File: src/rtl/hash_gen_pkg.sv
// Shared definitions for the hash-input fetch path: line/word geometry,
// fetch FSM encoding and the MSB-first word selection helper.
package hash_gen_pkg;

    localparam int LINE_W = 128;
    localparam int WORD_W = 32;
    localparam int IDX_W  = 2;

    typedef enum logic [2:0] {
        ST_IDLE    = 3'd0,
        ST_REQ     = 3'd1,
        ST_CAPTURE = 3'd2,
        ST_SEND    = 3'd3,
        ST_DONE    = 3'd4
    } fetch_state_e;

    // Word 0 is the most significant slice of the line.
    function automatic logic [WORD_W-1:0] select_word(
        input logic [LINE_W-1:0] line,
        input logic [IDX_W-1:0]  idx
    );
        logic [WORD_W-1:0] w;
        case (idx)
            2'd0:    w = line[127:96];
            2'd1:    w = line[95:64];
            2'd2:    w = line[63:32];
            2'd3:    w = line[31:0];
            default: w = 32'h0000_0000;
        endcase
        return w;
    endfunction

endpackage

File: src/rtl/line_serializer.sv
// Holds one memory line and presents it as a sequence of 32-bit words,
// stepping to the next word only when the consumer accepts the current one.
module line_serializer
    import hash_gen_pkg::*;
(
    input  logic              clk,
    input  logic              reset_L,
    input  logic              load_i,
    input  logic              advance_i,
    input  logic [LINE_W-1:0] data_i,
    output logic [WORD_W-1:0] word_out_o,
    output logic [IDX_W-1:0]  index_o
);

    logic [LINE_W-1:0] line_q, line_d;
    logic [IDX_W-1:0]  idx_q, idx_d;
    logic [WORD_W-1:0] word_q, word_d;

    // Next-state for buffer and word index; word_out is pre-selected so it is a flop output.
    always_comb begin
        line_d = line_q;
        idx_d  = idx_q;
        if (load_i) begin
            line_d = data_i;
            idx_d  = 2'd0;
        end else if (advance_i) begin
            idx_d  = idx_q + 2'd1;
        end else begin
            idx_d  = idx_q;
        end
        word_d = select_word(line_d, idx_d);
    end

    // Buffer, index and word registers.
    always_ff @(posedge clk or negedge reset_L) begin
        if (!reset_L) begin
            line_q <= 128'h0;
            idx_q  <= 2'd0;
            word_q <= 32'h0;
        end else begin
            line_q <= line_d;
            idx_q  <= idx_d;
            word_q <= word_d;
        end
    end

    assign word_out_o = word_q;
    assign index_o    = idx_q;

endmodule

File: src/rtl/ram_word_fetcher.sv
// Fetches NUM_ENTRIES 128-bit lines from the input memory and streams each
// line to the hash core as four 32-bit words over a valid/ready handshake.
module ram_word_fetcher
    import hash_gen_pkg::*;
#(
    parameter int NUM_ENTRIES = 8
) (
    input  logic              clk,
    input  logic              reset_L,
    input  logic              start,
    output logic              next,
    input  logic [LINE_W-1:0] data_in,
    output logic [WORD_W-1:0] word_out,
    output logic              word_valid,
    input  logic              word_ready,
    output logic              word_last,
    output logic              busy,
    output logic              done,
    output logic [7:0]        line_idx
);

    localparam logic [7:0] LAST_LINE = 8'(NUM_ENTRIES - 1);

    fetch_state_e state_q, state_d;
    logic [7:0]   line_q, line_d;
    logic         load_s;
    logic         advance_s;
    logic [IDX_W-1:0] word_idx_s;

    // Fetch sequencing: request, capture, then drain four words per line.
    always_comb begin
        state_d   = state_q;
        line_d    = line_q;
        load_s    = 1'b0;
        advance_s = 1'b0;
        case (state_q)
            ST_IDLE, ST_DONE: begin
                if (start) begin
                    state_d = ST_REQ;
                    line_d  = 8'd0;
                end else begin
                    state_d = state_q;
                end
            end
            ST_REQ: begin
                state_d = ST_CAPTURE;
            end
            ST_CAPTURE: begin
                load_s  = 1'b1;
                state_d = ST_SEND;
            end
            ST_SEND: begin
                if (word_ready) begin
                    advance_s = 1'b1;
                    if (word_idx_s == 2'd3) begin
                        if (line_q == LAST_LINE) begin
                            state_d = ST_DONE;
                        end else begin
                            line_d  = line_q + 8'd1;
                            state_d = ST_REQ;
                        end
                    end else begin
                        state_d = ST_SEND;
                    end
                end else begin
                    state_d = ST_SEND;
                end
            end
            default: begin
                state_d = ST_IDLE;
                line_d  = 8'd0;
            end
        endcase
    end

    // State and line counter registers.
    always_ff @(posedge clk or negedge reset_L) begin
        if (!reset_L) begin
            state_q <= ST_IDLE;
            line_q  <= 8'd0;
        end else begin
            state_q <= state_d;
            line_q  <= line_d;
        end
    end

    line_serializer u_ser (
        .clk        (clk),
        .reset_L    (reset_L),
        .load_i     (load_s),
        .advance_i  (advance_s),
        .data_i     (data_in),
        .word_out_o (word_out),
        .index_o    (word_idx_s)
    );

    // Moore outputs decoded from registered state only.
    assign next       = (state_q == ST_REQ);
    assign word_valid = (state_q == ST_SEND);
    assign word_last  = (state_q == ST_SEND) && (word_idx_s == 2'd3) && (line_q == LAST_LINE);
    assign busy       = (state_q != ST_IDLE) && (state_q != ST_DONE);
    assign done       = (state_q == ST_DONE);
    assign line_idx   = line_q;

endmodule
File: config.mk
export PLATFORM = sky130hd
export DESIGN_NAME = ram_word_fetcher
export DESIGN_NICKNAME = d
export VERILOG_FILES = /design/src/rtl/hash_gen_pkg.sv /design/src/rtl/line_serializer.sv /design/src/rtl/ram_word_fetcher.sv
export SDC_FILE = /design/constraint.sdc
export NUM_CORES = 1
export LEC_CHECK = 0
export CAP_MARGIN = 20
export CORE_MARGIN = 8
export CORE_UTILIZATION = 40
export DETAILED_ROUTE_END_ITERATION = 8
export GPL_ROUTABILITY_DRIVEN = 0
export PLACE_DENSITY = 0.73
export SLEW_MARGIN = 20
export SYNTH_ARGS = -nofsm -noshare
export SYNTH_HDL_FRONTEND = slang
export SYNTH_SLANG_ARGS = --single-unit
File: constraint.sdc
create_clock -name clk -period 3.2 [get_ports clk]
set_input_delay 0.32 -clock clk [delete_from_list [all_inputs] [get_ports clk]]
set_output_delay 0.32 -clock clk [all_outputs]
set_load 0.05 [all_outputs]
==> impl_metrics.json, run 1 <==
{
  "cp_slowest_cell": "clkdlybuf4s50_1",
  "yosysWarnings": 0,
  "die_w_um": 151,
  "cts-root-buf": "clkbuf_16",
  "fin_crit_ns": 2.85,
  "clock.fmax_ghz": 0.351,
  "power_density_nw_per_um2": 1030,
  "yosys_most_used_dff": "dfrtp_1",
  "ys_seq_elements": 173,
  "slew_viol_final": 0,
  "crit_type": "reg2out",
  "async_flop_share": 1.00,
  "synth_cell_type_count": 34,
  "postSynthAreaPerCell_um2": 15.0,
  "rr_worst_depth": 5,
  "detail_route.wl_per_cell_um": 18.0,
  "synth_edf_count": 0,
  "cts_tree": "built",
  "wl_met2_um": 8050,
  "synth_area_leaders": "dfrtp_1 59%, mux2_2 20%, mux2i_1 13%",
  "synth_fp_nets": 625,
  "crit_chain": "nor4_1, nand4b_1, nor3_1, clkdlybuf4s50_1",
  "rsz0062_at_grt": "no",
  "finalHoldViolations": 0,
  "routed-via-count": 4529,
  "ant_nets": 0,
  "cp.arrival_ns": 2.53,
  "design.core.area_um2": 18000,
  "die_h_um": 151,
  "critPathMaxFanout": 8,
  "rows": 49,
  "nets": 801,
  "cts.sinks": 173,
  "path_delay_family": "buffers and inverters",
  "status": "finished, final reports clean",
  "syn_area_um2": 7340,
  "grt_max_degree": 69,
  "peakVddDrop_mv": 0.617,
  "worst_slew_pin_slew_ns": 0.660,
  "initial_utilization": 0.409,
  "netlist.area_leader.share": 0.590,
  "htree_levels": 4,
  "crit_buf_inv": 1,
  "grtUsageTotal": 0.146,
  "grt_overflow_total": 0,
  "crit_cells": 4,
  "seq_area_frac_synth": 0.590,
  "maxSlewHeadroom": 0.560,
  "die-area_um2": 22900,
  "numCtsBuffers": 17,
  "leakagePower_nw": 4.37,
  "final.setup.tns_ns": 0,
  "drt-pass1-iter-count": 5,
  "layout_common_cells": "175 x clkdlybuf4s50_1, 173 x dfrtp_1, 130 x mux2_2, 96 x mux2i_1, 17 x clkbuf_16",
  "antenna-diode-count": 0,
  "netlist.top_cell.by_area": "dfrtp_1",
  "initialDrtViolationCount": 122,
  "post-place-ws_ns": 0.785,
  "hpwl_um": 11400,
  "crit_path_start_kind": "flop",
  "postCtsHoldBufs": 1,
  "drc": 0,
  "clkLatencyLatePin_ns": 0.42,
  "clk_path_buf_depth": 2,
  "grt_pass1_wl_um": 26100,
  "io_buffers": 176,
  "setup_ws_ns": 0.347,
  "worst_ep_required_time_ns": 2.88,
  "crit_start": "line_idx[5]$_DFFE_PN0P_",
  "viasPerCell": 4.98,
  "max-cap-violations": 0,
  "setup-violations-final": 0,
  "grt_pass1_vias": 5050,
  "top_layer": "met5",
  "cts_resized": 0,
  "num_io_pins": 177,
  "synth_cells": 491,
  "r2r_start": "state_q[2]$_DFFE_PN0P_",
  "synthToLayoutAreaGrowth_pct": 35.5,
  "wl_met1_um": 6930,
  "end_kind": "output pin",
  "cts.clk_slew.worst_paths_ns": 0.07,
  "cts_post_setup_buffers_inserted": 0,
  "hold_path_class": "in2async",
  "antenna_found_initial": 1,
  "slowest_delay_ns": 0.84,
  "route.met3.wl_um": 1200,
  "drive_gt1_frac": 0.254,
  "fin_skew_ns": 0.0112,
  "mostFrequentLayoutCell": "clkdlybuf4s50_1",
  "fin_crit_sh": 0.892,
  "wl_um": 16400
}
-- registers in the layout (all words and copies together) (netlist names) --
name              flops
line_idx              8
u_ser.line_q        128
u_ser.word_out_o     32
state_q               3
u_ser.index_o         2
-- worst register-to-register path, cell delays in order (launching register included) --
cell,delay [ns]
dfrtp_1,0.47
nand2b_1,0.30
o22ai_1,0.18
a22o_2,0.60
buf_12,0.28
mux2i_1,0.25
-- synthesized netlist by cell type, types with 2 or more instances --
master    instances
mux2i_1          96
nand2_1           6
nand3b_1          2
and2_1            2
and3b_1           2
a22o_1            2
dfrtp_1         173
buf_2            10
ha_1              2
and3_1            3
nand3_1           2
nor2b_1           2
nor2_1            4
nor3_1            3
buf_6             5
o21ai_0           9
inv_1             7
o22ai_1           3
a21oi_1           3
buf_4            12
mux2_2          130
-- layout make-up --
cell class | count | area (um^2)
Clock buffer | 19 | 453
Clock inverter | 13 | 160
Fill cell | 1441 | 8010
Inverter | 7 | 26.3
Multi-Input combinational cell | 284 | 2810
Sequential cell | 173 | 4330
Tap cell | 229 | 287
Timing Repair Buffer | 184 | 1890
-- report_power, final --
part / switching [mW] / internal [mW] / total (mW) / leakage, nW
combinational: 2.32 / 2.14 / 4.47 / 1.98
sequential: 0.411 / 3.27 / 3.68 / 2.09
clock: 0.848 / 1.27 / 2.12 / 0.300
-- path summary, 6_finish.rpt --
| kind | to | slack (ns) |
|---|---|---|
| worst max register to register | u_ser.word_out_o[7]$_DFF_PN0_ | 1.04 |
| max in group asynchronous | u_ser.line_q[86]$_DFF_PN0_ | 1.98 |
| worst max-delay path | word_last | 0.35 |
| min in group clk | u_ser.line_q[46]$_DFF_PN0_ | 0.49 |
| worst min register to register | u_ser.line_q[46]$_DFF_PN0_ | 0.49 |
| worst min-delay path | line_idx[6]$_DFFE_PN0P_ | 0.43 |
-- metrics by stage --
step                total power [mW]  area [um^2]   util  hold slack (ns)  cells
global route                    10.9         9950  0.554            0.481    909
CTS                             10.4         9950  0.554            0.436    909
finish                          10.3         9950  0.554            0.426    909
floorplan                       6.98         7340      -           0.0244    491
detailed placement              8.25         9330  0.519            0.326    876
global placement                8.04         9330  0.519            0.315    876
-- per-layer routing --
metal,vias up,global-route usage
met3,17,0.0475
li1,2121,-
met1,2257,0.179
met2,132,0.239
met5,-,0
met4,2,0.0455
-- cells by family after synthesis --
group                      synth area share
and+or+nand+nor                      0.0237
adders and majority gates           0.00341
AOI/OAI and AO/OA                    0.0225
muxes                                 0.330
buffers and inverters                0.0303
DFF                                   0.590
No activity file was read; power rests on OpenSTA's default activity.
==> run 2: changes to the inputs <==
Settings changed: ABC_AREA set to 1, CTS_CLUSTER_DIAMETER set to 150, PLACE_DENSITY 0.73 to 0.72.
==> impl_metrics.json, run 2 <==
{
  "status": "finished, final reports clean",
  "hpwl_um": 13700,
  "die_w_um": 153,
  "end_kind": "output pin",
  "power_mw": 11.1,
  "cts.clk_slew.worst_paths_ns": 0.06,
  "wl_um": 20300,
  "grt_max_degree": 75,
  "die-area_um2": 23400,
  "cts_tree": "built",
  "grt_overflow_total": 0,
  "cp.arrival_ns": 2.40,
  "peakVddDrop_mv": 0.555,
  "grtUsageTotal": 0.177,
  "worst_ep_required_time_ns": 2.88,
  "crit_path_start_kind": "flop",
  "postSynthAreaPerCell_um2": 8.67,
  "antenna_found_initial": 2,
  "num-fill-cells": 1686,
  "clkLatencyLatePin_ns": 0.42,
  "finalHoldViolations": 0,
  "die_h_um": 153,
  "grt_pass1_vias": 6453,
  "initialDrtViolationCount": 346,
  "io_buffers": 176,
  "leakagePower_nw": 4.82,
  "clk_path_buf_depth": 2,
  "num_io_pins": 177,
  "hold_path_class": "in2reg",
  "power_density_nw_per_um2": 1120,
  "drc": 0,
  "detail_route.wl_per_cell_um": 16.0,
  "synthTopCellsByCount": "445 x nand2_1, 173 x dfrtp_1, 105 x nand3_1",
  "fin_crit_ns": 2.72,
  "largest_reg_flops": 128,
  "fin_crit_sh": 0.850,
  "design.core.area_um2": 18600,
  "worst_slew_pin_slew_ns": 0.972,
  "max-cap-violations": 0,
  "synthToLayoutAreaGrowth_pct": 31.9,
  "synth_edf_count": 0,
  "htree_levels": 4,
  "syn_area_um2": 7500,
  "synth_cells": 866,
  "synth_fp_nets": 1000,
  "viasPerCell": 4.88,
  "yosysWarnings": 0,
  "top_register": "u_ser.line_q",
  "initial_utilization": 0.404,
  "ant_nets": 0,
  "netlist.area_leader.share": 0.577,
  "setup-violations-final": 0,
  "seq_area_frac_synth": 0.577,
  "synth_cell_type_count": 26,
  "async_flop_share": 1.00,
  "rows": 50,
  "critPathMaxFanout": 6,
  "nets": 1156,
  "cts.sinks": 173,
  "final.setup.tns_ns": 0,
  "rsz0062_at_grt": "no",
  "clock.fmax_ghz": 0.368,
  "drive_gt1_frac": 0.0580,
  "layout_common_cells": "445 x nand2_1, 175 x clkdlybuf4s50_1, 173 x dfrtp_1, 105 x nand3_1, 34 x nand4_1",
  "numCtsBuffers": 17,
  "ys_seq_elements": 173,
  "fin_skew_ns": 0.00629,
  "grt_pass1_wl_um": 33300,
  "yosysMostFrequentCell": "nand2_1",
  "fin_util": 0.533,
  "cts-root-buf": "clkbuf_16",
  "netlist.top_cell.by_area": "dfrtp_1",
  "slew_viol_final": 0,
  "yosys_most_used_dff": "dfrtp_1",
  "drt-pass1-iter-count": 5,
  "routed-via-count": 6200,
  "maxSlewHeadroom": 0.350,
  "synth_area_leaders": "dfrtp_1 58%, nand2_1 22%, nand3_1 7.0%",
  "mostFrequentLayoutCell": "nand2_1",
  "crit_type": "reg2out"
}
[run 2: power by group]
group          leakage [nW]  internal (mW)  switching, mW
logic                  2.38           1.69           3.74
registers              2.14           3.26          0.339
clock network         0.297           1.27          0.835
total                  4.82           6.21           4.91
[run 2: cells by family (layout without fill, tap and decap cells)]
logic type	count (synthesis)	count (layout)	share of synthesized area
AO/OA/AOI/OAI	7	7	0.00483
XOR/XNOR	4	4	0.00467
adder cells (fa/ha/maj)	2	2	0.00333
buffers and inverters	69	238	0.0655
flip-flops	173	173	0.577
other	0	2	0
AND/OR/NAND/NOR	611	611	0.345
[run 2: worst paths after layout]
path                            depth (start not counted)                       start  slack, ns                            end
worst max-delay path                                    6     line_idx[0]$_DFFE_PN0P_       0.48                      word_last
worst min register to register                          2  u_ser.line_q[13]$_DFF_PN0_       0.48     u_ser.line_q[13]$_DFF_PN0_
worst max register to register                          7      state_q[1]$_DFFE_PN0P_       0.83  u_ser.word_out_o[5]$_DFF_PN0_
min in group asynchronous                               2                     reset_L       0.48    u_ser.line_q[106]$_DFF_PN0_
worst min-delay path                                    3                data_in[108]       0.45    u_ser.line_q[108]$_DFF_PN0_
max in group asynchronous                               3                     reset_L       1.86     u_ser.line_q[31]$_DFF_PN0_
[run 2: area by class of cell]
class	count	area [um^2]	area share
sequential	173	4330	0.437
antenna	2	5.00	0.000505
inverter	18	70.1	0.00708
clock inverter	11	140	0.0142
multi-input combinational	624	2700	0.273
tap	234	293	0.0296
timing repair buffer	188	1910	0.192
clock buffer	21	460	0.0465
[run 2: per-layer routing]
metal | global-route usage | wire length [um]
met3 | 0.0386 | 906
met4 | 0.0712 | 417
met1 | 0.225 | 9260
met2 | 0.288 | 9710
met5 | 0 | 0
[run 2: critical path, cell delays in order, from the launching register on]
cell	delay, ns
dfrtp_1	0.43
ha_1	0.22
nand2_1	0.06
inv_1	0.10
nand3b_1	0.12
nor3b_1	0.21
clkdlybuf4s50_1	0.84
[run 2: per-stage QoR]
stage,setup WS (ns),cell area (um^2),hold WS (ns),instances
after floorplan,0.511,7500,0.0244,866
after global placement,0.848,9290,0.372,1236
after detailed placement,0.799,9290,0.374,1236
after CTS,0.441,9900,0.432,1269
after global routing,0.300,9900,0.455,1271
final,0.481,9900,0.453,1271
[run 2: what timing repair did]
item | 4_1_cts | 5_1_grt
endpoints found under the hold margin | 69 | 0
setup buffers | 0 | 0
gates resized for setup | 0 | 0
hold buffers | 1 | 0
